==> config.mk <==
export PLATFORM = sky130hd
export DESIGN_NAME = axi4_wr_burst_tracker_flat
export DESIGN_NICKNAME = d
export VERILOG_FILES = /design/src/rtl/axi4_wr_pkg.sv /design/src/rtl/axi4_wr_burst_tracker_if.sv /design/src/rtl/axi4_len_fifo.sv /design/src/rtl/axi4_wr_burst_tracker.sv /design/src/flat_wrapper.sv
export SDC_FILE = /design/constraint.sdc
export NUM_CORES = 1
export LEC_CHECK = 0
export BUFFER_PORTS_ARGS = -buffer_cell sky130_fd_sc_hd__buf_2
export CORE_ASPECT_RATIO = 1.5
export CORE_MARGIN = 10
export CORE_UTILIZATION = 54
export CTS_CLUSTER_DIAMETER = 100
export DETAILED_ROUTE_END_ITERATION = 10
export GPL_TIMING_DRIVEN = 0
export PLACE_DENSITY = 0.75
export SETUP_SLACK_MARGIN = 0.02
export SYNTH_ARGS = -nofsm -noshare
export SYNTH_HDL_FRONTEND = slang
export SYNTH_SLANG_ARGS = --single-unit
==> constraint.sdc <==
create_clock -name io_clk -period 3.15 [get_ports io_clk]
set_clock_uncertainty 0.2 [all_clocks]
set_input_delay 0.315 -clock io_clk [delete_from_list [all_inputs] [get_ports io_clk]]
set_output_delay 0.315 -clock io_clk [all_outputs]
set_load 0.02 [all_outputs]
==> src/rtl/axi4_wr_pkg.sv <==
`default_nettype none
// ============================================================================
//  Module      : axi4_wr_pkg
//  Description : Shared types and helpers for the AXI4 write-burst tracker.
//                Provides the default AWLEN width, the AWLEN type and a
//                helper that sizes an occupancy counter for a given depth.
//  Revision    : 1.0  initial release
// ============================================================================
package axi4_wr_pkg;

    localparam int c_LEN_W_DEF = 8;

    typedef logic [c_LEN_W_DEF-1:0] axi_len_t;

    // Width needed to hold the values 0..depth inclusive.
    function automatic int OCC_W(input int depth);
        return $clog2(depth + 1);
    endfunction

endpackage
`default_nettype wire

==> src/rtl/axi4_wr_burst_tracker_if.sv <==
`default_nettype none
// ============================================================================
//  Module      : axi4_wr_burst_tracker_if
//  Description : Handshake/control bundle between the AXI4 write path and the
//                burst tracker. The master side drives upstream AW/W controls,
//                downstream ready signals, master WLAST and error clear; the
//                slave side (the tracker) returns gated handshakes, the
//                regenerated WLAST, outstanding count and sticky error.
//  Ports       : io_awvalid/io_awready/io_awlen, io_wvalid/io_wready/io_wlast,
//                io_err_clr (into tracker); io_awvalid_o/io_awready_o,
//                io_wvalid_o/io_wready_o/io_wlast_o, io_outstanding,
//                io_err_wlast (out of tracker)
//  Revision    : 1.0  initial release
// ============================================================================
interface axi4_wr_burst_tracker_if #(
    parameter int DEPTH = 8,
    parameter int LEN_W = 8
);
    import axi4_wr_pkg::*;

    localparam int c_OCC_W = OCC_W(DEPTH);

    logic               io_awvalid;
    logic               io_awready;
    logic [LEN_W-1:0]   io_awlen;
    logic               io_wvalid;
    logic               io_wready;
    logic               io_wlast;
    logic               io_err_clr;

    logic               io_awvalid_o;
    logic               io_awready_o;
    logic               io_wvalid_o;
    logic               io_wready_o;
    logic               io_wlast_o;
    logic [c_OCC_W-1:0] io_outstanding;
    logic               io_err_wlast;

    modport master (
        output io_awvalid, io_awready, io_awlen,
        output io_wvalid, io_wready, io_wlast, io_err_clr,
        input  io_awvalid_o, io_awready_o,
        input  io_wvalid_o, io_wready_o, io_wlast_o,
        input  io_outstanding, io_err_wlast
    );

    modport slave (
        input  io_awvalid, io_awready, io_awlen,
        input  io_wvalid, io_wready, io_wlast, io_err_clr,
        output io_awvalid_o, io_awready_o,
        output io_wvalid_o, io_wready_o, io_wlast_o,
        output io_outstanding, io_err_wlast
    );

endinterface
`default_nettype wire

==> src/rtl/axi4_len_fifo.sv <==
`default_nettype none
// ============================================================================
//  Module      : axi4_len_fifo
//  Description : Synchronous DEPTH x LEN_W FIFO holding queued AWLEN values.
//                Pointers carry one extra wrap bit to separate full from
//                empty. Full and not-empty flags are registered.
//  Ports       : clk, rst (async, active-high), i_wr, i_din, i_rd,
//                o_full, o_nempty, o_head, o_count
//  Revision    : 1.0  initial release
// ============================================================================
module axi4_len_fifo
    import axi4_wr_pkg::*;
#(
    parameter int DEPTH = 8,
    parameter int LEN_W = 8
) (
    input  wire logic                     clk,
    input  wire logic                     rst,
    input  wire logic                     i_wr,
    input  wire logic [LEN_W-1:0]         i_din,
    input  wire logic                     i_rd,
    output logic                          o_full,
    output logic                          o_nempty,
    output logic [LEN_W-1:0]              o_head,
    output logic [OCC_W(DEPTH)-1:0]       o_count
);

    localparam int c_AW = $clog2(DEPTH);

    logic [LEN_W-1:0] r_mem [DEPTH];
    logic [c_AW:0]    r_wr_ptr;
    logic [c_AW:0]    r_rd_ptr;
    logic             r_full;
    logic             r_nempty;

    logic             w_wr_en;
    logic             w_rd_en;
    logic [c_AW:0]    w_wr_ptr_nxt;
    logic [c_AW:0]    w_rd_ptr_nxt;
    logic             w_full_nxt;
    logic             w_nempty_nxt;

    // A write into a full FIFO is accepted only when the head is leaving in
    // the same cycle; the freed slot is the one being written.
    assign w_wr_en      = i_wr & (~r_full | i_rd);
    assign w_rd_en      = i_rd & r_nempty;

    assign w_wr_ptr_nxt = r_wr_ptr + {{c_AW{1'b0}}, w_wr_en};
    assign w_rd_ptr_nxt = r_rd_ptr + {{c_AW{1'b0}}, w_rd_en};

    assign w_full_nxt   = (w_wr_ptr_nxt[c_AW] != w_rd_ptr_nxt[c_AW]) &&
                          (w_wr_ptr_nxt[c_AW-1:0] == w_rd_ptr_nxt[c_AW-1:0]);
    assign w_nempty_nxt = (w_wr_ptr_nxt != w_rd_ptr_nxt);

    always_ff @(posedge clk or posedge rst) begin
        if (rst) begin
            r_wr_ptr <= '0;
            r_rd_ptr <= '0;
            r_full   <= 1'b0;
            r_nempty <= 1'b0;
        end else begin
            r_wr_ptr <= w_wr_ptr_nxt;
            r_rd_ptr <= w_rd_ptr_nxt;
            r_full   <= w_full_nxt;
            r_nempty <= w_nempty_nxt;
        end
    end

    // Storage needs no reset: nothing is read until a pointer says it is valid.
    always_ff @(posedge clk) begin
        if (w_wr_en) begin
            r_mem[r_wr_ptr[c_AW-1:0]] <= i_din;
        end
    end

    assign o_full   = r_full;
    assign o_nempty = r_nempty;
    assign o_head   = r_mem[r_rd_ptr[c_AW-1:0]];
    assign o_count  = r_wr_ptr - r_rd_ptr;

endmodule
`default_nettype wire

==> src/rtl/axi4_wr_burst_tracker.sv <==
`default_nettype none
// ============================================================================
//  Module      : axi4_wr_burst_tracker
//  Description : AXI4 write-path burst tracker. Queues AWLEN for every accepted
//                write address, holds the W channel until an address is
//                queued, counts beats of the head burst, regenerates WLAST
//                and flags master WLAST that disagrees with the queued length.
//  Ports       : io_clk, io_rst (async, active-high),
//                bus (slave modport): gated AW/W handshakes, io_wlast_o,
//                io_outstanding, io_err_wlast
//  Revision    : 1.0  initial release
// ============================================================================
module axi4_wr_burst_tracker
    import axi4_wr_pkg::*;
#(
    parameter int DEPTH    = 8,
    parameter int LEN_W    = c_LEN_W_DEF,
    parameter bit CHECK_EN = 1'b1
) (
    input  wire logic              io_clk,
    input  wire logic              io_rst,
    axi4_wr_burst_tracker_if.slave bus
);

    localparam logic [LEN_W-1:0] c_ONE = LEN_W'(1);

    logic                      w_full;
    logic                      w_nempty;
    logic [LEN_W-1:0]          w_head;
    logic [OCC_W(DEPTH)-1:0]   w_count;

    logic                      w_awvalid_o;
    logic                      w_awready_o;
    logic                      w_wvalid_o;
    logic                      w_wready_o;
    logic                      w_push;
    logic                      w_beat;
    logic                      w_last;
    logic                      w_pop;
    logic                      w_err;

    logic [LEN_W-1:0]          r_beat_cnt;

    // The flags come from registered FIFO state, so an address accepted this
    // cycle cannot open the W gate until the next one.
    assign w_awvalid_o = bus.io_awvalid & ~w_full;
    assign w_awready_o = bus.io_awready & ~w_full;
    assign w_wvalid_o  = bus.io_wvalid  & w_nempty;
    assign w_wready_o  = bus.io_wready  & w_nempty;

    assign w_push      = w_awvalid_o & w_awready_o;
    assign w_beat      = w_wvalid_o  & w_wready_o;
    assign w_last      = w_nempty & (r_beat_cnt == w_head);
    assign w_pop       = w_beat & w_last;

    axi4_len_fifo #(
        .DEPTH (DEPTH),
        .LEN_W (LEN_W)
    ) u_len_fifo (
        .clk      (io_clk),
        .rst      (io_rst),
        .i_wr     (w_push),
        .i_din    (bus.io_awlen),
        .i_rd     (w_pop),
        .o_full   (w_full),
        .o_nempty (w_nempty),
        .o_head   (w_head),
        .o_count  (w_count)
    );

    always_ff @(posedge io_clk or posedge io_rst) begin
        if (io_rst) begin
            r_beat_cnt <= '0;
        end else if (w_beat) begin
            r_beat_cnt <= w_last ? '0 : r_beat_cnt + c_ONE;
        end
    end

    generate
        if (CHECK_EN) begin : g_check
            logic r_err;

            // A mismatch in the same cycle as a clear wins, so no event is lost.
            always_ff @(posedge io_clk or posedge io_rst) begin
                if (io_rst) begin
                    r_err <= 1'b0;
                end else if (w_beat && (bus.io_wlast != w_last)) begin
                    r_err <= 1'b1;
                end else if (bus.io_err_clr) begin
                    r_err <= 1'b0;
                end
            end

            assign w_err = r_err;
        end else begin : g_no_check
            assign w_err = 1'b0;
        end
    endgenerate

    assign bus.io_awvalid_o   = w_awvalid_o;
    assign bus.io_awready_o   = w_awready_o;
    assign bus.io_wvalid_o    = w_wvalid_o;
    assign bus.io_wready_o    = w_wready_o;
    assign bus.io_wlast_o     = w_last;
    assign bus.io_outstanding = w_count;
    assign bus.io_err_wlast   = w_err;

endmodule
`default_nettype wire

==> src/flat_wrapper.sv <==
// flat-port wrapper written by rule: the top's interface ports become plain ports
module axi4_wr_burst_tracker_flat import axi4_wr_pkg::*;
#(
    parameter int DEPTH    = 8,
    parameter int LEN_W    = c_LEN_W_DEF,
    parameter bit CHECK_EN = 1'b1
)
  (io_clk, io_rst, bus_io_awvalid, bus_io_awready, bus_io_awlen, bus_io_wvalid, bus_io_wready, bus_io_wlast, bus_io_err_clr, bus_io_awvalid_o, bus_io_awready_o, bus_io_wvalid_o, bus_io_wready_o, bus_io_wlast_o, bus_io_outstanding, bus_io_err_wlast);
  axi4_wr_burst_tracker_if #(.DEPTH(DEPTH), .LEN_W(LEN_W)) bus_i ();
  input  wire logic io_clk;
  input  wire logic io_rst;
  input wire logic [$bits(bus_i.io_awvalid)-1:0] bus_io_awvalid;
  input wire logic [$bits(bus_i.io_awready)-1:0] bus_io_awready;
  input wire logic [$bits(bus_i.io_awlen)-1:0] bus_io_awlen;
  input wire logic [$bits(bus_i.io_wvalid)-1:0] bus_io_wvalid;
  input wire logic [$bits(bus_i.io_wready)-1:0] bus_io_wready;
  input wire logic [$bits(bus_i.io_wlast)-1:0] bus_io_wlast;
  input wire logic [$bits(bus_i.io_err_clr)-1:0] bus_io_err_clr;
  output wire logic [$bits(bus_i.io_awvalid_o)-1:0] bus_io_awvalid_o;
  output wire logic [$bits(bus_i.io_awready_o)-1:0] bus_io_awready_o;
  output wire logic [$bits(bus_i.io_wvalid_o)-1:0] bus_io_wvalid_o;
  output wire logic [$bits(bus_i.io_wready_o)-1:0] bus_io_wready_o;
  output wire logic [$bits(bus_i.io_wlast_o)-1:0] bus_io_wlast_o;
  output wire logic [$bits(bus_i.io_outstanding)-1:0] bus_io_outstanding;
  output wire logic [$bits(bus_i.io_err_wlast)-1:0] bus_io_err_wlast;
  assign bus_i.io_awvalid = bus_io_awvalid;
  assign bus_i.io_awready = bus_io_awready;
  assign bus_i.io_awlen = bus_io_awlen;
  assign bus_i.io_wvalid = bus_io_wvalid;
  assign bus_i.io_wready = bus_io_wready;
  assign bus_i.io_wlast = bus_io_wlast;
  assign bus_i.io_err_clr = bus_io_err_clr;
  assign bus_io_awvalid_o = bus_i.io_awvalid_o;
  assign bus_io_awready_o = bus_i.io_awready_o;
  assign bus_io_wvalid_o = bus_i.io_wvalid_o;
  assign bus_io_wready_o = bus_i.io_wready_o;
  assign bus_io_wlast_o = bus_i.io_wlast_o;
  assign bus_io_outstanding = bus_i.io_outstanding;
  assign bus_io_err_wlast = bus_i.io_err_wlast;
  axi4_wr_burst_tracker #(.DEPTH(DEPTH), .LEN_W(LEN_W), .CHECK_EN(CHECK_EN)) u_core (.io_clk(io_clk), .io_rst(io_rst), .bus(bus_i));
endmodule
# --- Word level (Yosys, flattened, before mapping) ---
# Memories as Yosys holds them, arrays and structs flattened.
# Cells that the tools add are included.
totals:
  register_bits: 19
  ramBits: 64
  inputBits: 16
  output_inout_bits: 10
  elab_cells: 36
  memories: 1
memory_table:
  columns: ["name", "words", "word_bits", "rd", "rd_clocked_by_memory_dff", "write_ports", "line", "text"]
  rows:
  - ["u_core.u_len_fifo.r_mem", 8, 8, 1, 0, 1, "axi4_len_fifo.sv:30", "logic [LEN_W-1:0] r_mem [DEPTH];"]
op_classes:
  n_addsub: 4
  eq_ne: 5
  muxes: 5
  n_bitwise: 12
  n_reduce_logical: 3
op_table:
  columns: ["operator", "count"]
  rows:
  - ["1-bit AND", 10]
  - ["4-bit by 1-bit adder with 4-bit output", 2]
  - ["8-bit by 1-bit adder with 8-bit output (second input constant)", 1]
  - ["8-bit == test", 1]
  - ["8-bit two-way mux", 1]
  - ["1-bit two-way mux", 4]
  - ["4-bit inequality test", 1]
  - ["4-bit subtractor", 1]
  - ["3-bit == test", 1]
  - ["1-bit logical AND", 2]
  - ["1-bit inequality test", 2]
  - ["2-bit nonzero test", 1]
  - ["1-bit inverter", 1]
  - ["1-bit OR", 1]

# --- Logic depth before layout (Yosys ltp) ---
# Gate-level depths: netlist (run 1).
# An unclocked memory read counts as a cell.
logic_depth:
  ltp_word: 9
  ltp_mapped: 15

# --- Modules after synthesis ---
# Synthesis (run 1) repeated with hierarchy kept, for this count alone.
unflattened:
  hier_cells: 215
  hier_area_um2: 3664.8
modules_own_cells:
  columns: ["mod", "n_inst", "cells_per_inst", "area_per_inst_um2", "seq_area_each_um2"]
  rows:
  - ["axi4_len_fifo", 1, 152, 3069.2, 2172.1]
  - ["axi4_wr_burst_tracker", 1, 63, 595.6, 225.2]

# --- Least setup slack after synthesis (run 1) ---
# No wires, ideal clock.
synth_path:
  path_type: "reg-to-reg"
  from: "register u_core.u_len_fifo.r_rd_ptr[1]"
  to: "register u_core.u_len_fifo.r_nempty (netlist: u_core.u_len_fifo.o_nempty)"
  setup_time_ns: 0.136
  t_arrival_ns: 2.823
  t_required_ns: 2.814
  slack_ns: -0.010
  path_stages_with_launch: 15
  path_buffers: 3
  synth_period_minus_slack_ns: 3.160
  cell_sequence: "dfrtp_1 buf_6 buf_8 mux4_1 mux2i_1 xnor2_1 nor2_1 and4_4 buf_6 and2_1 ha_1 ha_1 xnor2_1 xor2_1 nand4_1"
synth_via:
  elab_chain_len: 8
  word_cells_on_any_way: 10
  classes_between: "2 x add/sub; 2 x eq/ne; 5 x bitwise; 1 x memory"
synth_rtl:
  columns: ["item", "line", "text"]
  rows:
  - ["from (decl)", "axi4_len_fifo.sv:32", "logic [c_AW:0] r_rd_ptr;"]
  - ["from (signal assigned)", "axi4_len_fifo.sv:63", "r_rd_ptr <= w_rd_ptr_nxt;"]
  - ["memory 8 x 8 bit (*)", null, null]
  - ["8-bit == test (*)", "axi4_wr_burst_tracker.sv:53", "assign w_last = w_nempty & (r_beat_cnt == w_head);"]
  - ["1-bit AND (*)", "axi4_wr_burst_tracker.sv:53", null]
  - ["named net bus_io_wlast_o", "flat_wrapper.sv:23", "output wire logic [$bits(bus_i.io_wlast_o)-1:0] bus_io_wlast_o;"]
  - ["1-bit AND (*)", "axi4_wr_burst_tracker.sv:54", "assign w_pop = w_beat & w_last;"]
  - ["1-bit OR", "axi4_len_fifo.sv:45", "assign w_wr_en = i_wr & (~r_full | i_rd);"]
  - ["1-bit AND", "axi4_len_fifo.sv:45", null]
  - ["4-bit by 1-bit adder with 4-bit output", "axi4_len_fifo.sv:48", "assign w_wr_ptr_nxt = r_wr_ptr + {{c_AW{1'b0}}, w_wr_en};"]
  - ["4-bit inequality test (*)", "axi4_len_fifo.sv:53", "assign w_nempty_nxt = (w_wr_ptr_nxt != w_rd_ptr_nxt);"]
  - ["named net u_core.u_len_fifo.w_nempty_nxt", "axi4_len_fifo.sv:41", "logic w_nempty_nxt;"]
  - ["to (signal assigned)", "axi4_len_fifo.sv:65", "r_nempty <= w_nempty_nxt;"]
  - ["to (decl)", "axi4_len_fifo.sv:34", "logic r_nempty;"]
# The timed path passes the listed nets; every way through them passes the cells marked *.
# A chain may end at the register's enable or synchronous reset.

# --- Final worst setup path (run 1) ---
layout_path:
  from: "register u_core.u_len_fifo.r_rd_ptr[1]"
  to: "register u_core.u_len_fifo.r_full (netlist: u_core.u_len_fifo.o_full)"
layout_via:
  elab_chain_len: 9
  word_cells_on_any_way: 12
  classes_between: "2 x add/sub; 3 x eq/ne; 5 x bitwise; 1 x reduce/logical; 1 x memory"
layout_rtl:
  columns: ["item", "line", "text"]
  rows:
  - ["memory 8 x 8 bit", null, null]
  - ["8-bit == test", "axi4_wr_burst_tracker.sv:53", null]
  - ["1-bit AND", "axi4_wr_burst_tracker.sv:53", null]
  - ["1-bit AND", "axi4_wr_burst_tracker.sv:54", null]
  - ["1-bit OR", "axi4_len_fifo.sv:45", null]
  - ["1-bit AND", "axi4_len_fifo.sv:45", null]
  - ["4-bit by 1-bit adder with 4-bit output", "axi4_len_fifo.sv:48", null]
  - ["3-bit == test or 1-bit inequality test (tied branches)", "axi4_len_fifo.sv:52, axi4_len_fifo.sv:51", null]
  - ["1-bit logical AND (*)", "axi4_len_fifo.sv:51", "assign w_full_nxt = (w_wr_ptr_nxt[c_AW] != w_rd_ptr_nxt[c_AW]) &&"]
  - ["named net u_core.u_len_fifo.w_full_nxt", "axi4_len_fifo.sv:40", "logic w_full_nxt;"]
  - ["to (signal assigned)", "axi4_len_fifo.sv:64", "r_full <= w_full_nxt;"]
  - ["to (decl)", "axi4_len_fifo.sv:33", "logic r_full;"]
# Marks and branches as above.

==> impl_metrics.py, run 1 <==
metrics = {
    "worst_setup_path": {
        "rr_startpoint": "u_core.u_len_fifo.r_rd_ptr[1]",
        "r2r_cells": 15,
        "crit_start": "u_core.u_len_fifo.r_rd_ptr[1]",
        "slowest_delay_ps": 540,
        "rrSetupSlack_ps": -40,
        "path_cells": "buf_6 > buf_12 > buf_8 > mux4_2 > mux2i_4 > xnor2_2 > nor2_1 > and4_4 > and2_4 > ha_4 > ha_4 > xnor2_4 > xor2_1 > nand3_1 > nor2_1",
        "critPathArrivalTime_ps": 3270,
        "slowest_stage": "mux4_2",
        "critical_path_required_ps": 3230,
        "critPathLaunchType": "flip-flop",
        "path_buf_inv": 3,
        "cp-end-kind": "flip-flop",
        "timing.rr.end": "u_core.u_len_fifo.o_full",
        "path_class": "reg2reg",
        "critPathTopFamily": "multiplexers",
        "path_max_fanout": 5,
    },
    "power": {
        "power.density_mw_per_mm2": 641,
        "seqPwrFrac_pct": 51.4,
        "leakagePower_nw": 1.56,
        "p_switching_mw": 0.845,
        "total_power_mw": 2.76,
        "p_sw_share_pct": 30.6,
        "max-vdd-ir-drop_mv": 0.434,
        "power_frac_comb_pct": 24.8,
        "intPower_mw": 1.92,
        "pwr-share-clk_pct": 23.8,
    },
    "placement": {
        "dp_cells": 331,
        "place.gp.congestion": 0.821,
        "port_buffers": 25,
        "dp_hpwl_mm": 4.78,
    },
    "run": {
        "max_cap_violations": 0,
    },
    "logic_synthesis": {
        "synth_edf_count": 64,
        "ys_ff_latch": 83,
        "post_synth_xor_area_fraction_pct": 4.53,
        "synth-seq-area-share_pct": 65.3,
        "synth.distinct_cells": 38,
        "yosys.area.top_type": "edfxtp_1",
        "netlist.area_leader.share_pct": 52.4,
        "synth_nets": 255,
        "syn_area_per_cell_um2": 16.0,
        "synth_warnings": 0,
        "ys_top_cells_by_area": "edfxtp_1, dfrtp_1, mux2i_1",
        "synthAdderAreaFrac_pct": 3.27,
        "synth_ff_type": "edfxtp_1",
        "syn_area_mm2": 0.00367,
        "synth_top_family_by_area": "multiplexers",
        "synthSimpleGateAreaFrac_pct": 7.77,
        "synth_compound_area_share_pct": 3.03,
        "synthMuxAreaShare_pct": 13.0,
        "yosys-top-cells-count": "edfxtp_1, dfrtp_1, mux2i_1, xnor2_1, nand2_1",
        "post-synth-top-count-cell": "edfxtp_1",
        "syn_inst": 230,
        "async_flop_share_pct": 22.9,
    },
    "floorplan": {
        "die_w_um": 87.3,
        "ios": 26,
        "die_h_um": 121,
        "coreArea_mm2": 0.00658,
        "rows": 36,
        "start_util_pct": 55.8,
        "die_area_mm2": 0.0106,
    },
    "drt": {
        "via_count": 2057,
        "post-route-drc-count": 0,
        "detail_route.first_pass.iterations": 4,
        "wl_per_cell_um": 19.7,
        "postRouteAntennaNets": 0,
        "wl_mm": 7.17,
        "viasPerCell": 5.67,
        "drt_iter0_drc": 124,
    },
    "clocking": {
        "cts.sinks": 83,
        "cts_root_buf": "clkbuf_8",
        "cts_max_level": 3,
        "clockBufferDepth": 2,
        "insertion_delay_ps": 350,
        "cts_made_buffers": 9,
        "cts.reportedPaths.clkPinSlew_ps": 80,
        "cts_tree": "built",
    },
    "cells_and_area": {
        "num_antenna_cells": 0,
        "syn_to_final_growth_pct": 17.5,
        "instances_no_fill": 363,
        "drive_gt1_share_pct": 32.1,
        "nets": 307,
        "postLayoutCoreUtil_pct": 65.6,
        "n_fill_cell": 470,
    },
    "global_routing": {
        "grt_usage_pct": 14.2,
        "overflow": 0,
        "grt_max_degree": 20,
        "grt_pass1_vias": 2228,
        "grt_antenna_before_repair": 0,
        "grt_pass1_wl_mm": 11.2,
    },
    "timing": {
        "tns_ps": -40.1,
        "tightest_slew_ps": 973,
        "final.setup.worst_slack_ps": -40.1,
        "min_period_over_period_pct": 101,
        "rsz0062_at_grt": "yes",
        "fmax_mhz": 313,
        "slew_viol_final": 0,
        "timing_hold_violations_final": 0,
        "max_slew_margin_pct": 34.9,
        "finalSetupViolCount": 1,
        "fin_crit_ps": 3190,
    },
    "hold_path": {
        "hold_end": "u_core.u_len_fifo.r_mem[5][7]",
        "min_delay_path_depth": 1,
        "min_path_type": "in2reg",
        "hold_path_startpoint": "bus_io_awlen[7]",
    },
    "run_status": {
        "status": "finished with violations",
        "violations": "negative setup slack",
    },
}
[metal layers]
layer | GRT usage, % | share of wire (%)
met3 | 3.63 | 3.9
met5 | 0 | 0
met1 | 15.7 | 41
met4 | 8.20 | 3.0
met2 | 23.8 | 52
[logic make-up after synthesis]
family | after synthesis
XOR/XNOR | 19
flip-flops | 83
AND/OR/NAND/NOR | 55
multiplexers | 30
adder cells (fa/ha/maj) | 9
buffers and inverters | 18
AO/OA/AOI/OAI | 16
[flip-flops by register name, summed over array words and instances, names as in the netlist]
name                        cells
u_core.u_len_fifo.r_mem        64
u_core.r_beat_cnt               8
u_core.u_len_fifo.r_wr_ptr      4
u_core.bus.io_err_wlast         1
u_core.u_len_fifo.o_full        1
u_core.u_len_fifo.o_nempty      1
u_core.u_len_fifo.r_rd_ptr      4
[what timing repair did]
action / in CTS / in global routing
setup endpoints to repair: 6 / 9
buffers inserted: 11 / 5
endpoints found under the hold margin: 20 / 0
gates cloned: 0 / 0
hold buffers: 2 / 0
pin swaps: 7 / 12
gates resized for setup: 15 / 18
[power groups by stage]
| stage | clock, mW | sequential (mW) | combinational (mW) |
|---|---|---|---|
| 3_3_place_gp | 0 | 1.43 | 0.630 |
| 6_report | 0.658 | 1.42 | 0.686 |
| 3_5_place_dp | 0 | 1.44 | 0.657 |
| 5_1_grt | 0.718 | 1.44 | 0.757 |
| 2_1_floorplan | 0 | 1.41 | 0.482 |
| 4_1_cts | 0.679 | 1.42 | 0.674 |
[worst reg2reg max path, stage by stage, from the launching register on]
cell	delay, ps
dfrtp_1	370
buf_6	140
buf_12	110
buf_8	110
mux4_2	540
mux2i_4	220
xnor2_2	150
nor2_1	60
and4_4	180
and2_4	140
ha_4	160
ha_4	170
xnor2_4	170
xor2_1	190
nand3_1	90
nor2_1	120
[worst max-delay path by stage]
stage / endpoint / slack [ps] / depth (start not counted)
2_1_floorplan: u_core.u_len_fifo.o_nempty / 20 / 14
3_3_place_gp: u_core.u_len_fifo.o_full / -360 / 15
3_5_place_dp: u_core.u_len_fifo.o_full / -370 / 15
4_1_cts: u_core.u_len_fifo.o_nempty / -210 / 14
5_1_grt: u_core.u_len_fifo.o_full / -210 / 14
6_report: u_core.u_len_fifo.o_full / -40 / 15
[area by class of cell]
cell class	count	area [µm²]	area share [%]
repair buffers	42	283	6.56
well taps	76	95.1	2.21
plain buffers	7	80.1	1.86
inverters	10	40.0	0.929
clock inverters	3	16.3	0.377
multi-input cells	129	1250	29.0
flip-flops and latches	83	2400	55.6
clock buffers	13	149	3.45
[cell usage in the layout (no fill, tap or decap), types with 3 or more instances in the layout]
master and instances:
clkbuf_1 4, o21ai_0 3, o21ai_1 3, dfrtp_1 19
and2_1 3, xor2_1 3, xnor2_2 4, buf_6 7
mux2i_1 13, nor2b_1 5, ha_1 6, mux4_2 11
buf_2 24, clkbuf_8 10, nand2_1 13, nand3_1 6
a22o_1 4, edfxtp_1 64, nor2_1 11, buf_4 11
xnor2_1 11, inv_1 8
[metrics by stage]
step | instance area, µm² | hold WS (ps) | setup WS, ps
floorplan | 3680 | 66.1 | 21.0
global placement | 3900 | 279 | -362
detailed placement | 3910 | 284 | -367
CTS | 4230 | 11.1 | -207
global route | 4310 | 27.5 | -208
finish | 4310 | 23.7 | -40.1
Note: power is estimated with default switching activity, not from simulation.
==> run 2, diff against run 1 <==
--- a/config.mk
+++ b/config.mk
@@ -5,6 +5,7 @@
 export SDC_FILE = /design/constraint.sdc
 export NUM_CORES = 1
 export LEC_CHECK = 0
+export ABC_AREA = 1
 export BUFFER_PORTS_ARGS = -buffer_cell sky130_fd_sc_hd__buf_2
 export CORE_ASPECT_RATIO = 1.5
 export CORE_MARGIN = 10
==> impl_metrics.py, run 2 <==
metrics = {
    "worst_setup_path": {
        "path_max_fanout": 10,
        "rrSetupSlack_ps": 160,
        "path_class": "reg2reg",
        "cp-end-kind": "flip-flop",
        "r2r_cells": 19,
        "critPathLaunchType": "flip-flop",
        "timing.rr.end": "u_core.u_len_fifo.o_nempty",
        "critPathArrivalTime_ps": 3020,
        "critical_path_required_ps": 3180,
        "rr_startpoint": "u_core.u_len_fifo.r_rd_ptr[1]",
    },
    "timing": {
        "fmax_mhz": 335,
        "slew_viol_final": 0,
        "tns_ps": 0,
        "timing_hold_violations_final": 0,
        "final.setup.worst_slack_ps": 161,
        "finalSetupViolCount": 0,
        "tightest_slew_ps": 1030,
        "max_slew_margin_pct": 30.9,
        "fin_hold_ws_ps": 19.1,
        "min_period_over_period_pct": 94.9,
        "fin_crit_ps": 2990,
    },
    "global_routing": {
        "grt_pass1_wl_mm": 13.1,
        "grt_antenna_before_repair": 0,
        "overflow": 0,
        "grt_max_degree": 20,
        "grt_pass1_vias": 2693,
        "grt_usage_pct": 16.0,
    },
    "clocking": {
        "insertion_delay_ps": 350,
        "cts_root_buf": "clkbuf_8",
        "cts_max_level": 3,
        "clockBufferDepth": 2,
        "cts_tree": "built",
        "cts.reportedPaths.clkPinSlew_ps": 80,
        "cts.sinks": 83,
        "cts_made_buffers": 9,
    },
    "floorplan": {
        "coreArea_mm2": 0.00694,
        "ios": 26,
        "die_h_um": 124,
        "die_w_um": 89.2,
        "rows": 37,
        "start_util_pct": 55.9,
        "die_area_mm2": 0.0110,
    },
    "placement": {
        "place.gp.congestion": 0.870,
        "port_buffers": 25,
        "dp_hpwl_mm": 5.74,
        "post-place-ws_ps": -245,
        "dp_cells": 496,
    },
    "logic_synthesis": {
        "yosys-top-cells-count": "nand2_1, edfxtp_1, inv_1, nand3_1, nor2_1",
        "synth-seq-area-share_pct": 61.8,
        "syn_area_per_cell_um2": 9.87,
        "synth_warnings": 0,
        "yosys.area.top_type": "edfxtp_1",
        "synth_edf_count": 64,
        "post-synth-top-count-cell": "nand2_1",
        "syn_area_mm2": 0.00388,
        "synth_nets": 418,
        "ys_top_cells_by_area": "edfxtp_1, dfrtp_1, nand2_1",
        "netlist.area_leader.share_pct": 49.5,
        "synth.distinct_cells": 27,
        "ys_ff_latch": 83,
        "synth_ff_type": "edfxtp_1",
        "async_flop_share_pct": 22.9,
        "syn_inst": 393,
    },
    "run_status": {
        "status": "complete, no violations",
    },
    "cells_and_area": {
        "drive_gt1_share_pct": 20.8,
        "nets": 468,
        "syn_to_final_growth_pct": 18.3,
        "mostFrequentLayoutCells": "nand2_1, edfxtp_1, inv_1",
        "instances_no_fill": 526,
        "num_antenna_cells": 0,
        "largest_reg_flops": 64,
        "final_common_cell": "nand2_1",
    },
    "drt": {
        "postRouteAntennaNets": 0,
        "detail_route.first_pass.iterations": 4,
        "viasPerCell": 5.31,
        "wl_mm": 8.47,
        "via_count": 2791,
        "drt_iter0_drc": 242,
        "wl_per_cell_um": 16.1,
        "post-route-drc-count": 0,
    },
    "power": {
        "total_power_mw": 3.21,
        "leakagePower_nw": 2.09,
        "max-vdd-ir-drop_mv": 0.338,
        "power.density_mw_per_mm2": 700,
    },
    "hold_path": {
        "hold_end": "u_core.u_len_fifo.r_mem[2][1]",
        "hold_path_startpoint": "bus_io_awlen[1]",
        "min_delay_path_depth": 1,
        "min_path_type": "in2reg",
    },
    "run": {
        "max_cap_violations": 0,
    },
}
## run 2: cell types whose count changed after synthesis, moves of 11 or more
cell     delta
nand3_1    +41
mux2i_1    -16
inv_1      +49
o21ai_0    +11
nand2_1    +75
nor2_1     +36
xnor2_1    -11
## run 2: worst max-delay path: stages, from the launching register on
cell and delay [ps]:
dfrtp_1 410, buf_6 160, inv_4 120, buf_8 160, nand3_1 100, nand3_2 90
nand2_1 70, nand2_1 90, nand2_1 70, nor2_2 150, nand3_2 120, nor3_4 170
ha_2 210, ha_1 240, inv_2 70, nor2_1 40, nor3b_2 160, inv_1 80
nor2_1 100, nand2_1 70
## run 2: final cells by class
class / instances / area (µm²)
buffer: 12 / 125
clock buffer: 9 / 124
clock inverter: 7 / 68.8
fill: 524 / 2350
inverter: 62 / 246
multi-input combinational: 236 / 1260
sequential: 83 / 2400
tap: 78 / 97.6
timing repair buffer: 39 / 270
## run 2: layer usage
| metal | up-vias | routed length, µm | GRT usage (%) |
|---|---|---|---|
| li1 | 1367 | - | - |
| met1 | 1345 | 3300 | 17.2 |
| met2 | 67 | 4540 | 27.2 |
| met3 | 12 | 455 | 4.05 |
| met4 | 0 | 175 | 9.78 |
| met5 | - | 0 | 0 |
## run 2: worst max path at each step
stage / start / endpoint / cells after the start
after floorplan: u_core.u_len_fifo.r_rd_ptr[1] / u_core.u_len_fifo.o_full / 18
after global placement: u_core.u_len_fifo.r_rd_ptr[1] / u_core.u_len_fifo.o_full / 18
after detailed placement: u_core.u_len_fifo.r_rd_ptr[1] / u_core.u_len_fifo.o_full / 18
after CTS: u_core.u_len_fifo.r_rd_ptr[0] / u_core.u_len_fifo.o_full / 18
after global routing: u_core.u_len_fifo.r_rd_ptr[0] / u_core.u_len_fifo.o_nempty / 20
final: u_core.u_len_fifo.r_rd_ptr[1] / u_core.u_len_fifo.o_nempty / 19
## run 2: report_power, final
| group | internal, mW | switching [mW] |
|---|---|---|
| clock network | 0.363 | 0.367 |
| logic | 0.405 | 0.640 |
| registers | 1.33 | 0.103 |
## run 2: what timing repair did
action,4_1_cts,5_1_grt
endpoints found under the hold margin,20,0
pin swaps,2,10
endpoints found under the setup margin,2,3
resized for setup,8,48
buffers inserted,4,6
hold buffers,2,0
gates cloned,0,2
## run 2: through the flow
step / area [µm²] / utilization [%]
2_1_floorplan: 3880 / -
3_3_place_gp: 4100 / 59.1
3_5_place_dp: 4110 / 59.2
4_1_cts: 4380 / 63.0
5_1_grt: 4590 / 66.1
6_report: 4590 / 66.1
## run 2: cell families after synthesis
family,after synthesis,synth area share (%)
simple gates,195,21.4
flops,83,61.8
buf+inv,74,8.25
xor+xnor,13,2.93
compound gates,19,2.55
fa+ha+maj,9,3.10
==> run 3, diff against run 2 <==
--- a/config.mk
+++ b/config.mk
@@ -5,15 +5,16 @@
 export SDC_FILE = /design/constraint.sdc
 export NUM_CORES = 1
 export LEC_CHECK = 0
-export ABC_AREA = 1
 export BUFFER_PORTS_ARGS = -buffer_cell sky130_fd_sc_hd__buf_2
+export CELL_PAD_IN_SITES_DETAIL_PLACEMENT = 1
+export CELL_PAD_IN_SITES_GLOBAL_PLACEMENT = 1
 export CORE_ASPECT_RATIO = 1.5
 export CORE_MARGIN = 10
-export CORE_UTILIZATION = 54
+export CORE_UTILIZATION = 46
 export CTS_CLUSTER_DIAMETER = 100
 export DETAILED_ROUTE_END_ITERATION = 10
 export GPL_TIMING_DRIVEN = 0
-export PLACE_DENSITY = 0.75
+export PLACE_DENSITY_LB_ADDON = 0.1
 export SETUP_SLACK_MARGIN = 0.02
 export SYNTH_ARGS = -nofsm -noshare
 export SYNTH_HDL_FRONTEND = slang
==> impl_metrics.py, run 3 (same netlist as run 1, synthesis figures left out) <==
metrics = {
    "drt": {
        "wl_per_cell_um": 19.9,
        "post-route-drc-count": 0,
        "postRouteAntennaNets": 0,
        "via_count": 2047,
        "viasPerCell": 5.28,
        "drt_iter0_drc": 126,
        "detail_route.first_pass.iterations": 6,
        "wl_mm": 7.74,
    },
    "cells_and_area": {
        "num_antenna_cells": 0,
        "drive_gt1_share_pct": 32.9,
        "largest_reg_flops": 64,
        "n_fill_cell": 726,
        "mostFrequentLayoutCells": "edfxtp_1, buf_2, dfrtp_1",
        "instances_no_fill": 388,
        "ff_latch_area_mm2": 0.00240,
        "nets": 306,
        "multi_input_area_mm2": 0.00125,
        "final_common_cell": "edfxtp_1",
        "syn_to_final_growth_pct": 22.6,
    },
    "timing": {
        "finalSetupViolCount": 3,
        "fmax_mhz": 312,
        "timing_hold_violations_final": 0,
        "rsz0062_at_grt": "yes",
        "tightest_slew_ps": 1020,
        "fin_crit_ps": 3200,
        "max_slew_margin_pct": 31.7,
        "final.setup.worst_slack_ps": -52.2,
        "slew_viol_final": 0,
        "min_period_over_period_pct": 102,
    },
    "power": {
        "intPower_mw": 2.31,
        "power.density_mw_per_mm2": 715,
        "pwr-share-clk_pct": 34.3,
        "leakagePower_nw": 1.64,
        "max-vdd-ir-drop_mv": 0.525,
        "total_power_mw": 3.22,
        "seqPwrFrac_pct": 44.3,
        "p_sw_share_pct": 28.3,
        "power_frac_comb_pct": 21.4,
        "p_switching_mw": 0.912,
    },
    "floorplan": {
        "die_h_um": 129,
        "rows": 39,
        "coreArea_mm2": 0.00771,
        "ios": 26,
        "die_w_um": 92.9,
        "start_util_pct": 47.6,
        "die_area_mm2": 0.0120,
    },
    "global_routing": {
        "grt_max_degree": 20,
        "grt_antenna_before_repair": 0,
        "grt_usage_pct": 13.9,
        "grt_pass1_wl_mm": 12.4,
        "grt_pass1_vias": 2316,
        "overflow": 0,
    },
    "worst_setup_path": {
        "critical_path_required_ps": 2630,
        "critPathArrivalTime_ps": 2690,
        "cp-end-kind": "output pin",
        "critPathLaunchType": "flip-flop",
        "path_max_fanout": 5,
        "path_class": "reg2out",
    },
    "hold_path": {
        "min_path_type": "in2reg",
    },
    "placement": {
        "post-place-ws_ps": -461,
        "place.gp.congestion": 0.748,
        "dp_cells": 357,
        "dp_hpwl_mm": 5.24,
        "port_buffers": 25,
    },
    "clocking": {
        "cts_root_buf": "clkbuf_16",
        "cts_tree": "built",
        "insertion_delay_ps": 330,
        "cts_made_buffers": 9,
        "cts_max_level": 3,
        "cts.sinks": 83,
        "cts.reportedPaths.clkPinSlew_ps": 60,
        "clockBufferDepth": 2,
    },
    "run_status": {
        "violations": "negative setup slack",
        "status": "finished with violations",
    },
    "run": {
        "max_cap_violations": 0,
    },
}
-- run 3: changes by cell type in the layout (fill, tap and decap cells not counted), moves of 6 or more --
cell,change
xnor2_1,+8
mux4_2,+10
xor2_1,-6
nand2_1,-73
nor2_1,-31
clkbuf_8,-9
nand3_2,-9
inv_1,-49
o21ai_1,-6
clkbuf_16,+7
nand3_1,-32
mux2i_1,+11
-- run 3: final cells by class --
type	instances	share of cell area, %
clock buffer	9	5.00
clock inverter	7	2.03
multi-input combinational	129	27.8
sequential	83	53.3
buffer	7	1.78
timing repair buffer	41	6.39
inverter	10	0.890
tap	102	2.84
-- run 3: metal layers --
layer  track usage (%)  part of all wire [%]  vias to the layer above
li1                  -                     -                      959
met1              14.2                    41                     1033
met5                 0                     0                        -
met4              6.10                   2.0                        0
met2              25.4                    54                       39
met3              3.99                   3.5                       16
-- run 3: worst paths after layout --
| kind | start | endpoint | slack, ps | cells past startpoint |
|---|---|---|---|---|
| max in group asynchronous | io_rst | u_core.u_len_fifo.r_rd_ptr[0] | 1740 | 3 |
| min in group asynchronous | io_rst | u_core.u_len_fifo.r_rd_ptr[3] | 470 | 3 |
| hold / removal | bus_io_awlen[5] | u_core.u_len_fifo.r_mem[7][5] | 50 | 1 |
| setup / recovery | u_core.u_len_fifo.r_rd_ptr[1] | bus_io_wlast_o | -50 | 11 |
| hold reg to reg | u_core.bus.io_err_wlast | u_core.bus.io_err_wlast | 350 | 2 |
| setup reg to reg | u_core.u_len_fifo.r_rd_ptr[1] | u_core.u_len_fifo.o_full | -50 | 14 |
-- run 3: worst max-delay path, stage by stage (launching register included) --
cell and delay (ps):
dfrtp_1 370, buf_6 150, buf_4 130, mux4_2 510, mux2i_2 180, xnor2_1 100
nor4_2 270, and4_4 270, buf_4 110, buf_6 90, buf_8 80, buf_6 100
-- run 3: power groups by stage --
| stage | combinational, mW | sequential (mW) | clock, mW |
|---|---|---|---|
| 6_report | 0.688 | 1.43 | 1.11 |
| 5_1_grt | 0.762 | 1.44 | 1.19 |
| 4_1_cts | 0.688 | 1.43 | 1.13 |
| 3_5_place_dp | 0.661 | 1.45 | 0 |
| 3_3_place_gp | 0.641 | 1.44 | 0 |
| 2_1_floorplan | 0.482 | 1.41 | 0 |
-- run 3: timing repair --
action,4_1_cts,5_1_grt
gates resized for setup,23,7
setup endpoints to repair,6,10
hold buffers,2,0
pin swaps,10,10
buffers inserted,11,3
hold endpoints to repair,20,0
-- run 3: metrics by stage --
stage          util (%)  hold slack [ps]  TNS (ps)  area, µm²
6_report           58.4             46.0      -134       4500
2_1_floorplan         -             66.1         0       3680
3_3_place_gp       51.0              290     -1140       3930
4_1_cts            58.0             28.3      -487       4470
5_1_grt            58.4             51.5      -558       4500
3_5_place_dp       51.2              305     -1180       3940
